===== config.mk =====
export PLATFORM = sky130hd
export DESIGN_NAME = mem_stage
export DESIGN_NICKNAME = d
export VERILOG_FILES = /design/src/rtl/mem_stage_pkg.sv /design/src/rtl/load_extend.sv /design/src/rtl/mem_stage.sv
export SDC_FILE = /design/constraint.sdc
export NUM_CORES = 1
export LEC_CHECK = 0
export BUFFER_PORTS_ARGS = -buffer_cell sky130_fd_sc_hd__clkbuf_2
export CAP_MARGIN = 20
export CORE_ASPECT_RATIO = 1.1
export CORE_MARGIN = 2
export CORE_UTILIZATION = 48
export DETAILED_ROUTE_END_ITERATION = 10
export GPL_TIMING_DRIVEN = 0
export PLACE_DENSITY_LB_ADDON = 0.05
export SETUP_SLACK_MARGIN = 0.05
export SLEW_MARGIN = 5
export SYNTH_ARGS = -nofsm -noshare
export SYNTH_HDL_FRONTEND = slang
export SYNTH_SLANG_ARGS = --single-unit

===== constraint.sdc =====
create_clock -name clk1 -period 8.69 [get_ports clk1]
set_input_delay 0.4345 -clock clk1 [delete_from_list [all_inputs] [get_ports clk1]]
set_output_delay 0.4345 -clock clk1 [all_outputs]
set_load 0.02 [all_outputs]

===== src/rtl/mem_stage_pkg.sv =====
// mem_stage_pkg: shared opcodes, funct3 codes, FSM states and access checks for the memory stage
package mem_stage_pkg;
  localparam logic [6:0] I_type_ld = 7'b0000011;
  localparam logic [6:0] S_type = 7'b0100011;
  localparam logic [31:0] nop = 32'h0000_0013;
  localparam logic [2:0] F3_B = 3'd0;
  localparam logic [2:0] F3_H = 3'd1;
  localparam logic [2:0] F3_W = 3'd2;
  localparam logic [2:0] F3_BU = 3'd4;
  localparam logic [2:0] F3_HU = 3'd5;
  localparam logic [1:0] IDLE = 2'd0;
  localparam logic [1:0] BUSY = 2'd1;
  localparam logic [1:0] DONE = 2'd2;
  function automatic logic misaligned(input logic is_ld, input logic [2:0] f3, input logic [1:0] lane);
    logic bad;
    bad = f3 == 3'd3 || f3 == 3'd6 || f3 == 3'd7 || (!is_ld && f3[2]);
    return bad || (f3[1:0] == 2'b01 && lane[0]) || (f3 == F3_W && lane != 2'b00);
  endfunction
endpackage


===== src/rtl/load_extend.sv =====
// load_extend: picks the lane byte/halfword out of a read word and sign- or zero-extends it
module load_extend import mem_stage_pkg::*; (
  input  logic [31:0] rdata,
  input  logic [1:0]  lane,
  input  logic [2:0]  funct3,
  output logic [31:0] result
);
  logic [7:0] b;
  logic [15:0] h;
  // lane select then extension by load width
  always_comb begin
    b = rdata[{lane, 3'b000} +: 8];
    h = lane[1] ? rdata[31:16] : rdata[15:0];
    result = funct3 == F3_B  ? {{24{b[7]}}, b} :
             funct3 == F3_H  ? {{16{h[15]}}, h} :
             funct3 == F3_W  ? rdata :
             funct3 == F3_BU ? {24'b0, b} :
             funct3 == F3_HU ? {16'b0, h} : '0;
  end
endmodule


===== src/rtl/mem_stage.sv =====
// mem_stage: load/store stage driving a single-outstanding req/ack data bus and the MA pipeline register
module mem_stage import mem_stage_pkg::*; (
  input  logic        clk1,
  input  logic        rst,
  input  logic [31:0] EX_PC,
  input  logic [31:0] EX_instruction,
  input  logic [31:0] EX_aluresult,
  input  logic [31:0] EX_op2,
  output logic        dmem_req,
  output logic        dmem_we,
  output logic [31:0] dmem_addr,
  output logic [31:0] dmem_wdata,
  output logic [3:0]  dmem_wstrb,
  input  logic [31:0] dmem_rdata,
  input  logic        dmem_ack,
  output logic        mem_stall,
  output logic [31:0] MA_PC,
  output logic [31:0] MA_instruction,
  output logic [31:0] MA_aluresult,
  output logic [31:0] MA_ldresult,
  output logic        MA_misaligned
);
  logic [1:0] state;
  logic [2:0] f3;
  logic [1:0] lane;
  logic is_ld, is_st, mis, go;
  logic [31:0] wdata_n, ext, ld_buf;
  logic [3:0] wstrb_n;
  assign f3 = EX_instruction[14:12];
  assign lane = EX_aluresult[1:0];
  load_extend u_ext (.rdata(dmem_rdata), .lane(lane), .funct3(f3), .result(ext));
  // decode, store formatting and stall; EX is frozen while stalled so its fields stay valid through BUSY
  always_comb begin
    is_ld = EX_instruction[6:0] == I_type_ld;
    is_st = EX_instruction[6:0] == S_type;
    mis = (is_ld || is_st) && misaligned(is_ld, f3, lane);
    go = (is_ld || is_st) && !mis;
    wdata_n = f3[1:0] == 2'b00 ? {4{EX_op2[7:0]}} : f3[1:0] == 2'b01 ? {2{EX_op2[15:0]}} : EX_op2;
    wstrb_n = !is_st ? 4'b0000 : f3[1:0] == 2'b00 ? 4'b0001 << lane : f3[1:0] == 2'b01 ? 4'b0011 << lane : 4'b1111;
    mem_stall = (state == IDLE && go) || state == BUSY;
  end
  // bus FSM: launch registered request, wait for ack, buffer load data for one DONE cycle
  always_ff @(posedge clk1 or posedge rst) begin
    if (rst) begin
      state <= IDLE;
      dmem_req <= 1'b0;
      dmem_we <= 1'b0;
      dmem_addr <= '0;
      dmem_wdata <= '0;
      dmem_wstrb <= '0;
      ld_buf <= '0;
    end else if (state == IDLE && go) begin
      state <= BUSY;
      dmem_req <= 1'b1;
      dmem_we <= is_st;
      dmem_addr <= {EX_aluresult[31:2], 2'b00};
      dmem_wdata <= wdata_n;
      dmem_wstrb <= wstrb_n;
    end else if (state == BUSY && dmem_ack) begin
      state <= DONE;
      dmem_req <= 1'b0;
      ld_buf <= dmem_we ? '0 : ext;
    end else if (state != IDLE && state != BUSY) begin
      state <= IDLE;
    end
  end
  // MA register: captures on every non-stalled IDLE edge and on DONE, holds otherwise
  always_ff @(posedge clk1 or posedge rst) begin
    if (rst) begin
      MA_PC <= '0;
      MA_instruction <= nop;
      MA_aluresult <= '0;
      MA_ldresult <= '0;
      MA_misaligned <= 1'b0;
    end else if ((state == IDLE && !go) || state == DONE) begin
      MA_PC <= EX_PC;
      MA_instruction <= EX_instruction;
      MA_aluresult <= EX_aluresult;
      MA_ldresult <= state == DONE ? ld_buf : '0;
      MA_misaligned <= state == IDLE && mis;
    end
  end
endmodule


Word level (Yosys, flattened, before mapping)
Index checks and enable logic that the tools add are counted.
Widths: inputs -> output; s select.
Cells by class
  reduce and logical (&&, ||, !) cells: 29
  bitwise operators: 1
  multiplexer cells: 18
  equal/unequal tests: 13
  shift operators: 3
Operators by type and width (number)
  $mux 32: 8
  $mux 16: 2
  $shiftx 32x6->8: 1
  $eq 3x3->1 const B: 4
  $mux 4: 3
  $logic_and 1x1->1: 10
  $logic_or 1x1->1: 8
  $eq 7x2->1 const B: 1
  $eq 7x6->1 const B: 1
  $eq 3x2->1 const B: 2
  $mux 2: 3
  $reduce_bool 2->1: 3
  $eq 2x1->1 const B: 2
  $logic_not 2->1: 2
  $shl 1x2->4 const A: 1
  $shl 2x2->4 const A: 1
  $eq 3x1->1 const B: 1
  $logic_not 1->1: 3
  $logic_not 3->1: 1
  $reduce_bool 3->1: 1
  $eq 2x2->1 const B: 1
  $mux 1: 2
  $ne 2x1->1 const B: 1
  $reduce_and 2->1: 1
  $not 1->1: 1
Storage, ports and cells
  word-level logic and storage cells: 76
  output and inout port bits: 200
  input bits: 163
  bits in registers: 231

Longest topological paths before layout
  depth after elaboration: 12
  depth in mapped cells: 10

Cells and area by module
A second synthesis with hierarchy kept.
Unflattened totals
  cells, all modules: 766
  area, all modules: 10383.7 um2
By module, submodules not included
  mem_stage: cells an instance 650, sequential area each 5784.3 um2, instances 1, area each 9512.9 um2
  load_extend: cells an instance 116, sequential area each 0.0 um2, instances 1, area each 870.8 um2

Least setup slack after synthesis
OpenSTA, ideal clock, no wires.
  kind: input to register
  start: input port EX_aluresult[1]
  end: register MA_aluresult[1]
  setup slack: 5.784 ns
  data required time: 8.562 ns
  buffers on the path: 5
  arrival: 2.778 ns
  cell stages on the path: 10
  library setup time: 0.128 ns
  cells stage by stage: buf_2 > buf_1 > clkbuf_1 > inv_1 > ha_1 > a211o_2 > a31oi_4 > buf_6 > buf_6 > mux2_1
Between the ends
  word-level cells in the longest chain between the ends: 9
Ends and longest elaborated chain
  from (decl): RTL line mem_stage.sv:7  | input logic [31:0] EX_aluresult,
  $reduce_bool 2->1: RTL line mem_stage_pkg.sv:17  | return bad || (f3[1:0] == 2'b01 && lane[0]) || (f3 == F3_W && lane != 2'b00);
  $logic_and 1x1->1: RTL line mem_stage_pkg.sv:17
  $logic_or 1x1->1: RTL line mem_stage_pkg.sv:17
  $logic_and 1x1->1: RTL line mem_stage.sv:36  | mis = (is_ld || is_st) && misaligned(is_ld, f3, lane);
  $logic_not 1->1: RTL line mem_stage.sv:37  | go = (is_ld || is_st) && !mis;
  $logic_and 1x1->1: RTL line mem_stage.sv:37
  $logic_not 1->1: RTL line mem_stage.sv:75  | end else if ((state == IDLE && !go) || state == DONE) begin
  $logic_and 1x1->1: RTL line mem_stage.sv:75
  $logic_or 1x1->1: RTL line mem_stage.sv:75
  to (signal assigned): RTL line mem_stage.sv:78  | MA_aluresult <= EX_aluresult;
  to (decl): RTL line mem_stage.sv:19  | output logic [31:0] MA_aluresult,
Several ways; a longest one is shown, not always the timed one.
A chain may end at the register's enable or synchronous reset.

Final worst setup path
  start: input port EX_aluresult[1]
  end: output port mem_stall
Between the ends
  word-level cells in the longest chain between the ends: 8
Ends and longest elaborated chain
  $reduce_bool 2->1: RTL line mem_stage_pkg.sv:17
  $logic_and 1x1->1: RTL line mem_stage_pkg.sv:17
  $logic_or 1x1->1: RTL line mem_stage_pkg.sv:17
  $logic_and 1x1->1: RTL line mem_stage.sv:36
  $logic_not 1->1: RTL line mem_stage.sv:37
  $logic_and 1x1->1: RTL line mem_stage.sv:37
  $logic_and 1x1->1: RTL line mem_stage.sv:40  | mem_stall = (state == IDLE && go) || state == BUSY;
  $logic_or 1x1->1: RTL line mem_stage.sv:40
  to (decl): RTL line mem_stage.sv:16  | output logic mem_stall,
Every way passes these cells.

==> results.py <==
metrics = {
    "routing": {
        "ant_nets": 0,
        "drt-total-wl_mm": 27.36,
        "firstDrtPassIters": 4,
        "vias": 7444,
        "post-route-drc-count": 0,
        "wire_per_inst_um": 19.54,
        "vias_per_cell": 5.317,
        "drt_iter0_markers": 347,
    },
    "setup_path": {
        "start_kind": "primary input",
        "r2r-start": "state[1]$_DFFE_PP0P_",
        "critical-path-max-stage-delay_ns": 0.46,
        "r2r-end": "ld_buf[3]$_DFFE_PP0P_",
        "cp.arrival_ns": 2.81,
        "cp-endpoint": "mem_stall",
        "cpMostUsedCell": "clkbuf_2",
        "startpoint": "EX_aluresult[1]",
        "crit_path_top_delay_cell": "clkbuf_1",
        "crit_path_end_kind": "output port",
        "r2r_slack_ns": 6.39,
        "crit_type": "in2out",
        "critical_path.max_fanout": 10,
        "r2r_cells": 4,
        "worstSetupPathDepth": 10,
        "crit_chain": "clkbuf_2 > buf_2 > buf_1 > clkbuf_1 > inv_1 > ha_1 > a211o_2 > nand3_1 > a21oi_1 > clkbuf_2",
        "cp_top_family": "buffers and inverters",
        "path_buf_inv": 6,
        "cp.required_ns": 8.26,
    },
    "global_routing": {
        "track_usage_pct": 24.63,
        "grt_pass1_wl_mm": 42.23,
        "antenna_found_initial": 1,
        "gr-total-overflow": 0,
        "grt_pass1_vias": 7608,
        "grt_max_degree": 124,
    },
    "sta": {
        "clock_skew_ns": 0.01201,
        "setup_viol": 0,
        "tightest_slew_ns": 1.005,
        "rsz0062_at_grt": "no",
        "period_share_pct": 37.31,
        "relSlewSlack_pct": 32.45,
        "fmax_mhz": 308.4,
        "min_period_ns": 3.242,
        "hold_viol": 0,
        "whs_ns": 0.04940,
        "finalMaxSlewViolations": 0,
    },
    "layout": {
        "layout-drive-gt1-share_pct": 55.64,
        "syn_to_final_growth_pct": 30.47,
        "nFillCells": 1686,
        "nets": 1293,
    },
    "floorplan": {
        "die_h_um": 155.5,
        "die_w_um": 141.7,
        "start_util_pct": 48.82,
        "dieArea_mm2": 0.02203,
        "core_mm2": 0.02051,
        "rows": 55,
        "ioPinCount": 363,
    },
    "logic_synthesis": {
        "synth_seq_area_share_pct": 57.77,
        "yosysUniqueCellTypes": 51,
        "async_reset_ff_share_pct": 100.0,
        "ys_top_cells_by_count": "228 x dfrtp_1, 164 x mux2_2, 61 x nand2_1",
        "ys.flop_type": "dfrtp_1",
        "netlist_area_mm2": 0.01001,
        "yosys.area.top_type_share_pct": 56.99,
        "synth.area.top_cells": "dfrtp_1 57%, mux2_2 18%, a22o_2 2.4%",
        "synth_edf_count": 0,
        "syn_avg_cell_area_um2": 13.55,
        "synth.largest_area_cell": "dfrtp_1",
        "ys_warn_count": 0,
        "postSynthCellCount": 739,
        "ys_seq_elements": 231,
        "yosysMostFrequentCell": "dfrtp_1",
    },
    "run_status": {
        "outcome": "finished clean",
    },
    "cts": {
        "clk_latency_ns": 0.53,
        "clockRootBuffer": "clkbuf_16",
        "cts_sinks": 231,
        "hold_buffers": 0,
        "cts_max_path_buffers": 3,
        "post-cts-setup-buffers": 0,
        "cts_inserted_buffers": 25,
        "cts_resized": 0,
        "cts_tree": "done",
        "h-tree-depth": 1,
        "clkTransAtPathRegs_ns": 0.06,
    },
    "place": {
        "portBuffers": 358,
        "place_hpwl_mm": 20.50,
        "gp_congestion": 0.8055,
    },
    "power": {
        "power_mw": 2.740,
        "vdd_drop_max_v": 0.0001651,
        "powerDensity_mw_per_mm2": 209.8,
        "p_leak_nw": 6.681,
    },
    "hold_path": {
        "hold_class": "in2async",
    },
    "run": {
        "maxCapViolations": 0,
    },
}
## state kept, by name (all words and copies together), names as in the netlist
register and count:
ld_buf 32, MA_aluresult 32, state 2, dmem_wdata 32, dmem_wstrb 4, dmem_req 1, MA_instruction 32, MA_PC 32
MA_misaligned 1, dmem_addr 30, dmem_we 1, MA_ldresult 32
## worst min-delay path by stage
stage,end,cells past startpoint
2_1_floorplan,ld_buf[0]$_DFFE_PP0P_,2
5_1_grt,MA_instruction[27]$_DFFE_PP0P_,2
6_report,MA_instruction[23]$_DFFE_PP0P_,2
4_1_cts,MA_instruction[23]$_DFFE_PP0P_,2
3_5_place_dp,ld_buf[2]$_DFFE_PP0P_,2
3_3_place_gp,dmem_req$_DFFE_PP0P_,2
## per-stage QoR
step / area, um2 / setup slack, ns / cells / util, % / TNS, ns
6_report: 13060 / 5.448 / 1400 / 63.70 / 0
5_1_grt: 13060 / 5.278 / 1400 / 63.70 / 0
4_1_cts: 13060 / 5.442 / 1399 / 63.69 / 0
3_5_place_dp: 12160 / 4.944 / 1355 / 59.31 / 0
3_3_place_gp: 12130 / -0.7788 / 1354 / 59.14 / -173.66
2_1_floorplan: 10020 / 1.928 / 740 / - / 0
## routing by layer
layer | wire (um) | up-vias | track usage [%]
met1 | 11080 | 3627 | 31.86
met5 | 0 | - | 0
met3 | 2312 | 62 | 6.833
met4 | 1031 | 0 | 9.048
li1 | - | 3457 | -
met2 | 12930 | 298 | 39.90
## worst reg2reg max path: cells and delay by family (launching register included)
kind	cells	cell delay, ns
AND/OR/NAND/NOR	2	0.59
flip-flops	1	0.46
AO/OA/AOI/OAI	2	1.18
## layout by cell type, fill, tap and decap left out, types with 8 or more instances in the layout
cell       Yosys  routed
a21oi_1       21      21
a22o_1        12      12
mux2_1        10      10
clkbuf_1      21      25
buf_6          8       8
a22o_2        24      24
clkbuf_16      0      25
mux2_2       164     164
buf_2          9       9
mux2i_1       12      12
o211ai_1       8       8
clkbuf_2       0     358
inv_1         18      17
nand2b_1      17      17
buf_4         11      11
nand2_1       61      61
dfrtp_1      228     228
o21ai_0       43      43
## final cells by class
class / instances / area (um2) / share of cell area (%)
plain buffers: 51 / 304.0 / 2.328
diodes: 1 / 2.502 / 0.01916
well taps: 256 / 320.3 / 2.452
inverters: 18 / 75.07 / 0.5747
repair buffers: 359 / 1819 / 13.93
clock inverters: 9 / 173.9 / 1.331
clock buffers: 35 / 723.2 / 5.536
flip-flops and latches: 231 / 5784 / 44.28
multi-input cells: 440 / 3860 / 29.55
## cells by family after synthesis
| group | synth area share, % |
|---|---|
| fa+ha+maj | 0.4999 |
| buf+inv | 3.712 |
| other cells | 0.03745 |
| mux | 22.49 |
| compound gates | 10.75 |
| simple gates | 4.736 |
| flops | 57.77 |
## power by group
group	internal (mW)	leakage, nW	total, mW	switching (mW)
clock network	0.726	0.443	1.15	0.429
registers	1.16	2.95	1.21	0.0457
logic	0.155	3.29	0.378	0.224
Note: power is estimated with default switching activity, not from simulation.
